## src/rtl/turbo_pingpong_outbuf_if.sv

```systemverilog
// Symbol stream interface of the turbo encoder ping-pong output buffer.
// The master drives the encoder-side inputs and consumer ready; the slave is the buffer.
interface turbo_pingpong_outbuf_if #(
    parameter int unsigned CH = 3
) ();
    logic          len_sel;
    logic          in_valid;
    logic          in_tail;
    logic [CH-1:0] in_data;
    logic          in_ready;
    logic          out_valid;
    logic          out_ready;
    logic [CH-1:0] out_data;
    logic          out_tail;
    logic          out_last;
    logic          out_bank;
    logic [1:0]    bank_full;
    logic          overflow;
    logic          frame_err;

    modport master (
        output len_sel, in_valid, in_tail, in_data, out_ready,
        input  in_ready, out_valid, out_data, out_tail, out_last, out_bank,
        input  bank_full, overflow, frame_err
    );

    modport slave (
        input  len_sel, in_valid, in_tail, in_data, out_ready,
        output in_ready, out_valid, out_data, out_tail, out_last, out_bank,
        output bank_full, overflow, frame_err
    );
endinterface

```

## src/rtl/turbo_pingpong_outbuf.sv

```systemverilog
// Two-bank ping-pong buffer: one bank fills with a code block (data then tail) while
// the other replays its stored block on a ready/valid stream with framing flags.
module turbo_pingpong_outbuf #(
    parameter int unsigned CH        = 3,
    parameter int unsigned LEN_SHORT = 6,
    parameter int unsigned LEN_LONG  = 40,
    parameter int unsigned TAIL      = 4,
    parameter int unsigned PW        = 16
) (
    input logic                   clk,
    input logic                   rst,
    turbo_pingpong_outbuf_if.slave bus
);
    localparam int unsigned DEPTH = LEN_LONG + TAIL;
    localparam int unsigned AW    = (DEPTH > 1) ? $clog2(DEPTH) : 1;

    typedef enum logic [1:0] {StIdle, StReadData, StReadTail} state_e;

    function automatic logic [PW-1:0] k_len(input logic sel);
        return sel ? PW'(LEN_LONG) : PW'(LEN_SHORT);
    endfunction

    function automatic logic [PW-1:0] last_idx(input logic sel);
        return k_len(sel) + PW'(TAIL) - PW'(1);
    endfunction

    logic [CH-1:0] mem [2][DEPTH];

    state_e        state_q, state_d;
    logic          wr_bank_q, rd_bank_q, rd_bank_d;
    logic [PW-1:0] wr_ptr_q, rd_ptr_q, rd_ptr_d;
    logic [1:0]    bank_full_q, bank_full_d;
    logic [1:0]    klen_q;
    logic          overflow_q, frame_err_q;

    logic wr_sel, wr_acc, wr_last, wr_done, wr_bad;
    logic rd_sel, rd_end, xfer, rd_done, out_valid, out_tail;

    // The first symbol of a block defines K before klen is latched.
    assign wr_sel  = (wr_ptr_q == '0) ? bus.len_sel : klen_q[wr_bank_q];
    assign wr_acc  = bus.in_valid & ~bank_full_q[wr_bank_q];
    assign wr_last = (wr_ptr_q == last_idx(wr_sel));
    assign wr_done = wr_acc & wr_last;
    assign wr_bad  = bus.in_tail != (wr_ptr_q >= k_len(wr_sel));

    assign rd_sel = klen_q[rd_bank_q];
    assign rd_end = (rd_ptr_q == last_idx(rd_sel));
    assign xfer   = out_valid & bus.out_ready;

    always_comb begin
        state_d   = state_q;
        rd_ptr_d  = rd_ptr_q;
        rd_bank_d = rd_bank_q;
        rd_done   = 1'b0;
        out_valid = 1'b0;
        out_tail  = 1'b0;
        unique case (state_q)
            StIdle: begin
                if (bank_full_q[rd_bank_q]) begin
                    state_d  = StReadData;
                    rd_ptr_d = '0;
                end
            end
            StReadData: begin
                out_valid = 1'b1;
                if (xfer) begin
                    rd_ptr_d = rd_ptr_q + PW'(1);
                    if (rd_ptr_q == k_len(rd_sel) - PW'(1)) state_d = StReadTail;
                end
            end
            StReadTail: begin
                out_valid = 1'b1;
                out_tail  = 1'b1;
                if (xfer) begin
                    if (rd_end) begin
                        rd_done   = 1'b1;
                        rd_bank_d = ~rd_bank_q;
                        rd_ptr_d  = '0;
                        // Back-to-back replay when the other bank is already waiting.
                        state_d   = bank_full_q[~rd_bank_q] ? StReadData : StIdle;
                    end else begin
                        rd_ptr_d = rd_ptr_q + PW'(1);
                    end
                end
            end
            default: state_d = StIdle;
        endcase
    end

    always_comb begin
        bank_full_d = bank_full_q;
        if (rd_done) bank_full_d[rd_bank_q] = 1'b0;
        if (wr_done) bank_full_d[wr_bank_q] = 1'b1;
    end

    always_ff @(posedge clk) begin
        if (rst) begin
            state_q     <= StIdle;
            wr_bank_q   <= 1'b0;
            rd_bank_q   <= 1'b0;
            wr_ptr_q    <= '0;
            rd_ptr_q    <= '0;
            bank_full_q <= 2'b00;
            klen_q      <= 2'b00;
            overflow_q  <= 1'b0;
            frame_err_q <= 1'b0;
        end else begin
            state_q     <= state_d;
            rd_bank_q   <= rd_bank_d;
            rd_ptr_q    <= rd_ptr_d;
            bank_full_q <= bank_full_d;
            if (bus.in_valid & bank_full_q[wr_bank_q]) overflow_q <= 1'b1;
            if (wr_acc) begin
                if (wr_bad) frame_err_q <= 1'b1;
                if (wr_ptr_q == '0) klen_q[wr_bank_q] <= bus.len_sel;
                if (wr_last) begin
                    wr_bank_q <= ~wr_bank_q;
                    wr_ptr_q  <= '0;
                end else begin
                    wr_ptr_q <= wr_ptr_q + PW'(1);
                end
            end
        end
    end

    always_ff @(posedge clk) begin
        if (!rst && wr_acc) mem[wr_bank_q][wr_ptr_q[AW-1:0]] <= bus.in_data;
    end

    assign bus.in_ready  = ~bank_full_q[wr_bank_q];
    assign bus.out_valid = out_valid;
    assign bus.out_tail  = out_tail;
    assign bus.out_data  = mem[rd_bank_q][rd_ptr_q[AW-1:0]];
    assign bus.out_last  = (state_q == StReadTail) & rd_end;
    assign bus.out_bank  = rd_bank_q;
    assign bus.bank_full = bank_full_q;
    assign bus.overflow  = overflow_q;
    assign bus.frame_err = frame_err_q;
endmodule

```

## src/flat_wrapper.sv

```systemverilog
// flat-port wrapper written by rule: the top's interface ports become plain ports
module turbo_pingpong_outbuf_flat 
#(
    parameter int unsigned CH        = 3,
    parameter int unsigned LEN_SHORT = 6,
    parameter int unsigned LEN_LONG  = 40,
    parameter int unsigned TAIL      = 4,
    parameter int unsigned PW        = 16
)
  (clk, rst, bus_len_sel, bus_in_valid, bus_in_tail, bus_in_data, bus_out_ready, bus_in_ready, bus_out_valid, bus_out_data, bus_out_tail, bus_out_last, bus_out_bank, bus_bank_full, bus_overflow, bus_frame_err);
  turbo_pingpong_outbuf_if #(.CH(CH)) bus_i ();
  input logic clk;
  input logic rst;
  input wire logic [$bits(bus_i.len_sel)-1:0] bus_len_sel;
  input wire logic [$bits(bus_i.in_valid)-1:0] bus_in_valid;
  input wire logic [$bits(bus_i.in_tail)-1:0] bus_in_tail;
  input wire logic [$bits(bus_i.in_data)-1:0] bus_in_data;
  input wire logic [$bits(bus_i.out_ready)-1:0] bus_out_ready;
  output wire logic [$bits(bus_i.in_ready)-1:0] bus_in_ready;
  output wire logic [$bits(bus_i.out_valid)-1:0] bus_out_valid;
  output wire logic [$bits(bus_i.out_data)-1:0] bus_out_data;
  output wire logic [$bits(bus_i.out_tail)-1:0] bus_out_tail;
  output wire logic [$bits(bus_i.out_last)-1:0] bus_out_last;
  output wire logic [$bits(bus_i.out_bank)-1:0] bus_out_bank;
  output wire logic [$bits(bus_i.bank_full)-1:0] bus_bank_full;
  output wire logic [$bits(bus_i.overflow)-1:0] bus_overflow;
  output wire logic [$bits(bus_i.frame_err)-1:0] bus_frame_err;
  assign bus_i.len_sel = bus_len_sel;
  assign bus_i.in_valid = bus_in_valid;
  assign bus_i.in_tail = bus_in_tail;
  assign bus_i.in_data = bus_in_data;
  assign bus_i.out_ready = bus_out_ready;
  assign bus_in_ready = bus_i.in_ready;
  assign bus_out_valid = bus_i.out_valid;
  assign bus_out_data = bus_i.out_data;
  assign bus_out_tail = bus_i.out_tail;
  assign bus_out_last = bus_i.out_last;
  assign bus_out_bank = bus_i.out_bank;
  assign bus_bank_full = bus_i.bank_full;
  assign bus_overflow = bus_i.overflow;
  assign bus_frame_err = bus_i.frame_err;
  turbo_pingpong_outbuf #(.CH(CH), .LEN_SHORT(LEN_SHORT), .LEN_LONG(LEN_LONG), .TAIL(TAIL), .PW(PW)) u_core (.clk(clk), .rst(rst), .bus(bus_i));
endmodule
```

## config.mk

```make
export PLATFORM = sky130hd
export DESIGN_NAME = turbo_pingpong_outbuf_flat
export DESIGN_NICKNAME = d
export VERILOG_FILES = /design/src/rtl/turbo_pingpong_outbuf_if.sv /design/src/rtl/turbo_pingpong_outbuf.sv /design/src/flat_wrapper.sv
export SDC_FILE = /design/constraint.sdc
export NUM_CORES = 1
export LEC_CHECK = 0
export ABC_AREA = 1
export BUFFER_PORTS_ARGS = -buffer_cell sky130_fd_sc_hd__buf_2
export CAP_MARGIN = 20
export CORE_ASPECT_RATIO = 0.75
export CORE_MARGIN = 5
export CORE_UTILIZATION = 45
export CTS_BUF_LIST = sky130_fd_sc_hd__clkbuf_2
export CTS_CLUSTER_DIAMETER = 80
export DETAILED_ROUTE_END_ITERATION = 8
export PLACE_DENSITY = 0.71
export SLEW_MARGIN = 20
export SYNTH_ARGS = -nofsm -noshare
export SYNTH_HDL_FRONTEND = slang
export SYNTH_SLANG_ARGS = --single-unit
```

## constraint.sdc

```tcl
create_clock -name clk -period 2.9 [get_ports clk]
set_input_delay 0.145 -clock clk [delete_from_list [all_inputs] [get_ports clk]]
set_output_delay 0.145 -clock clk [all_outputs]
set_load 0.005 [all_outputs]
```

==> metrics.md <==
| Metric | Value |
|---|---|
| Area of the core | `between 0.03 and 0.04 mm^2` |
| Critical path arrival | `2.82 ns` |
| WL/cell | `a little over 20 um` |
| Mean Syn Cell Area | `10.6 um^2` |
| Vias/cell | `5.74` |
| Placed instance area | `0.0142 mm^2` |
| Flop and latch count out of synthesis | `307` |
| Clk sink count | `307` |
| First-pass GRT wire length | `56700 um` |
| GRT Overall Usage | `0.213` |
| P_leak | `5.59 nW` |
| Setup violations, final | `3` |
| Final core utilization | `0.525` |
| # Max-Cap Violations | `0` |
| Reg2reg setup slack | `0.43 ns` |
| Die height | `roughly 160 um` |
| CTS H-tree depth | `3` |
| Final-report max-slew violation count | `0` |
| Most common cell after layout, fill and taps aside | `nor2_1` |
| Sequential element share of the synthesized area | `0.645` |
| Final TNS setup | `-0.147 ns` |
| CTS Buffer Depth | `3` |
| Worst Skew | `0.0651 ns` |
| Root buffer cell | `clkbuf_2` |
| CTS Buf Count | `73` |
| Mapped Area | `0.0136 mm^2` |
| Final non-filler cell area | `roughly 0.016 mm^2` |
| DPL Wire Length | `19900 um` |
| Final Hold Vio Count | `0` |
| Reg2Reg Depth | `18` |
| CP Launch Type | `flip-flop` |
| Syn. warnings | `0` |
| Tmin final | `2.96 ns` |
| Synth Flop Type | `edfxtp_1` |
| Initial antenna violation count | `1` |
| Share of post-route cells with drive strength above 1 | `0.199` |
| Final Cycle Share | `1.02` |
| Die width | `211 um` |
| Largest net degree at the start of global routing | `between 80 and 90` |
| CP Capture Point | `bus_out_data[0]` |
| Min-Delay Path Class | `input port to flip-flop` |
| Vias in the first global route | `around 10000` |
| Rows | `55` |
| Clk pin slew, worst setup/hold paths | `0.13 ns` |
| Via count | `10499` |
| DR iter-0 viols | `roughly 1300` |
| Residual DRC count | `0` |
| Nets | `1400` |
| Pwr/cell area | `529 mW/mm^2` |
| GRT overflow | `0` |
| TritonRoute pass-1 iters | `8` |
| Failing checks | `negative setup slack` |
| Layout area overhead | `15.6%` |
| Worst Tran Pin Value | `1.04 ns` |
| Fmax | `337 MHz` |
| CP endpoint kind | `output port` |
| Setup slack after layout | `-0.0647 ns` |
| PortBufs | `20` |
| Final wirelength | `roughly 38000 um` |
| Initial Utilization | `0.454` |
| Post-synthesis cell type count | `51` |
| Cells after Synth | `1289` |
| Post-DRT Antenna Nets | `0` |
| Clock latency on the worst-skew pair | `0.89 ns` |
| IO Pins | `21` |
| Slew HR | `0.309` |
| Reg2reg start | `u_core.wr_ptr_q[1]` |
| Critical path type | `flip-flop to output port` |
| GP Congestion | `between 0.8 and 0.9` |
| Async set-reset flop share out of synthesis | `0` |
| CTS tree | `built` |
| Outcome | `finished, violations left` |
| Unrepaired setup endpoints after global routing | `yes` |
| Syn_nets | `1307` |
| Crit Path Max Fanout | `8` |
| Filler instances | `2622` |
| VDD IR max | `0.293 mV` |
| Post-synth EDFFs | `264` |
| Die Area | `0.0339 mm^2` |
| CP Data Required Time | `about 2.8 ns` |
| Reg2Reg Capture Point | `u_core.bus.frame_err` |
| Most frequent cells in the layout | `nor2_1 (276), edfxtp_1 (264), nand2_1 (146)` |
[how the worst min path moves through the flow]
stage                    from             endpoint  slack (ns)  cells past startpoint
6_report       bus_in_data[0]    u_core.mem[0][72]        0.03                      2
5_1_grt        bus_in_data[0]   u_core.mem[0][126]        0.04                      2
4_1_cts        bus_in_data[0]    u_core.mem[1][81]       0.002                      2
3_5_place_dp     bus_in_valid  u_core.bus.overflow        0.41                      3
3_3_place_gp     bus_in_valid  u_core.bus.overflow        0.39                      3
2_1_floorplan  bus_in_data[0]     u_core.mem[0][0]        0.24                      0
[what timing repair did]
action                                  in CTS  in global routing
hold buffers                                 8                  0
gates cloned                                14                  5
endpoints found under the setup margin       3                  4
setup buffers                                8                  2
pin swaps                                   23                  7
hold endpoints to repair                   104                  0
gates resized for setup                     78                 23
[state kept, by name, indices dropped and copies added, names as in the netlist, named ones only]
register	cells
u_core.bus.bank_full	2
u_core.bus.frame_err	1
u_core.bus.out_bank	1
u_core.bus.overflow	1
u_core.klen_q	2
u_core.mem	264
u_core.rd_ptr_q	16
u_core.state_q	2
u_core.wr_bank_q	1
u_core.wr_ptr_q	16
[Yosys cell counts, types with 2 or more instances]
| cell type | instances | area [um^2] |
|---|---|---|
| dfxtp_1 | 43 | 861 |
| nand2_1 | 149 | 559 |
| buf_4 | 4 | 30.0 |
| o211ai_1 | 15 | 113 |
| and3_1 | 3 | 18.8 |
| nor4_1 | 4 | 25.0 |
| nand2_4 | 2 | 22.5 |
| nor3_1 | 29 | 145 |
| nand2_2 | 9 | 56.3 |
| inv_4 | 2 | 12.5 |
| nor2_1 | 286 | 1070 |
| a31oi_1 | 7 | 43.8 |
| o211a_1 | 3 | 30.0 |
| nor2_4 | 2 | 22.5 |
| nor2_2 | 10 | 62.6 |
| nor3_2 | 6 | 60.1 |
| o22ai_1 | 28 | 175 |
| o21ai_1 | 8 | 40.0 |
| edfxtp_1 | 264 | 7930 |
| nor2_8 | 4 | 80.1 |
| nand3_1 | 38 | 190 |
| xor2_1 | 11 | 96.3 |
| a21oi_1 | 24 | 120 |
| buf_2 | 24 | 120 |
| buf_6 | 3 | 33.8 |
| inv_1 | 50 | 188 |
| ha_1 | 9 | 113 |
| nand4_1 | 14 | 87.6 |
| a21oi_2 | 2 | 17.5 |
| clkbuf_1 | 35 | 131 |
| o221ai_1 | 22 | 193 |
| inv_2 | 8 | 30.0 |
| o21ai_0 | 153 | 766 |
[critical path, stage by stage (launching register included)]
cell and delay, ns:
dfxtp_4 0.46, clkinv_8 0.13, buf_6 0.15, buf_16 0.14
nor2_1 0.08, o211ai_1 0.14, nand3_1 0.18, nand3_2 0.11
nand2_1 0.09, nand4_1 0.11, nand3_2 0.13, nand2_2 0.07
buf_2 0.13
[routing by layer]
layer | up-vias | wire length (um) | track usage
met5 | - | 11 | 0
met4 | 2 | 1160 | 0.0751
met3 | 108 | 4830 | 0.0721
met2 | 687 | 16100 | 0.304
met1 | 4892 | 15600 | 0.304
li1 | 4810 | - | -
[through the flow]
stage	cells	hold slack, ns	setup slack [ns]	power [mW]
global placement	1670	0.394	0.495	5.42
finish	1829	0.0310	-0.0647	8.34
CTS	1822	0.00249	-0.0698	8.34
detailed placement	1670	0.410	0.457	5.43
floorplan	1289	0.244	0.692	5.24
global route	1829	0.0402	-0.212	8.68
[area by class of cell]
type / count / area (um^2) / share of cell area
antenna: 1 / 2.50 / 0.000159
clock buffer: 107 / 536 / 0.0340
clock inverter: 15 / 135 / 0.00858
inverter: 61 / 254 / 0.0161
multi-input combinational: 853 / 4420 / 0.280
sequential: 307 / 8800 / 0.558
tap: 399 / 499 / 0.0317
timing repair buffer: 85 / 1110 / 0.0702
timing repair inverter: 1 / 5.00 / 0.000318
[report_power, final]
group | switching [mW] | leakage, nW | internal (mW) | total [mW]
logic | 0.393 | 2.35 | 0.163 | 0.557
clock network | 1.74 | 0.514 | 1.23 | 2.97
registers | 0.0146 | 2.72 | 4.80 | 4.81
[cell families after synthesis]
family	Yosys count	share of synthesized area
buffers and inverters	129	0.0415
AO/OA/AOI/OAI	268	0.114
flip-flops	307	0.645
XOR/XNOR	12	0.00771
multiplexers	1	0.000826
adder cells (fa/ha/maj)	9	0.00826
AND/OR/NAND/NOR	563	0.183
Power figures use the tool's default switching activity.
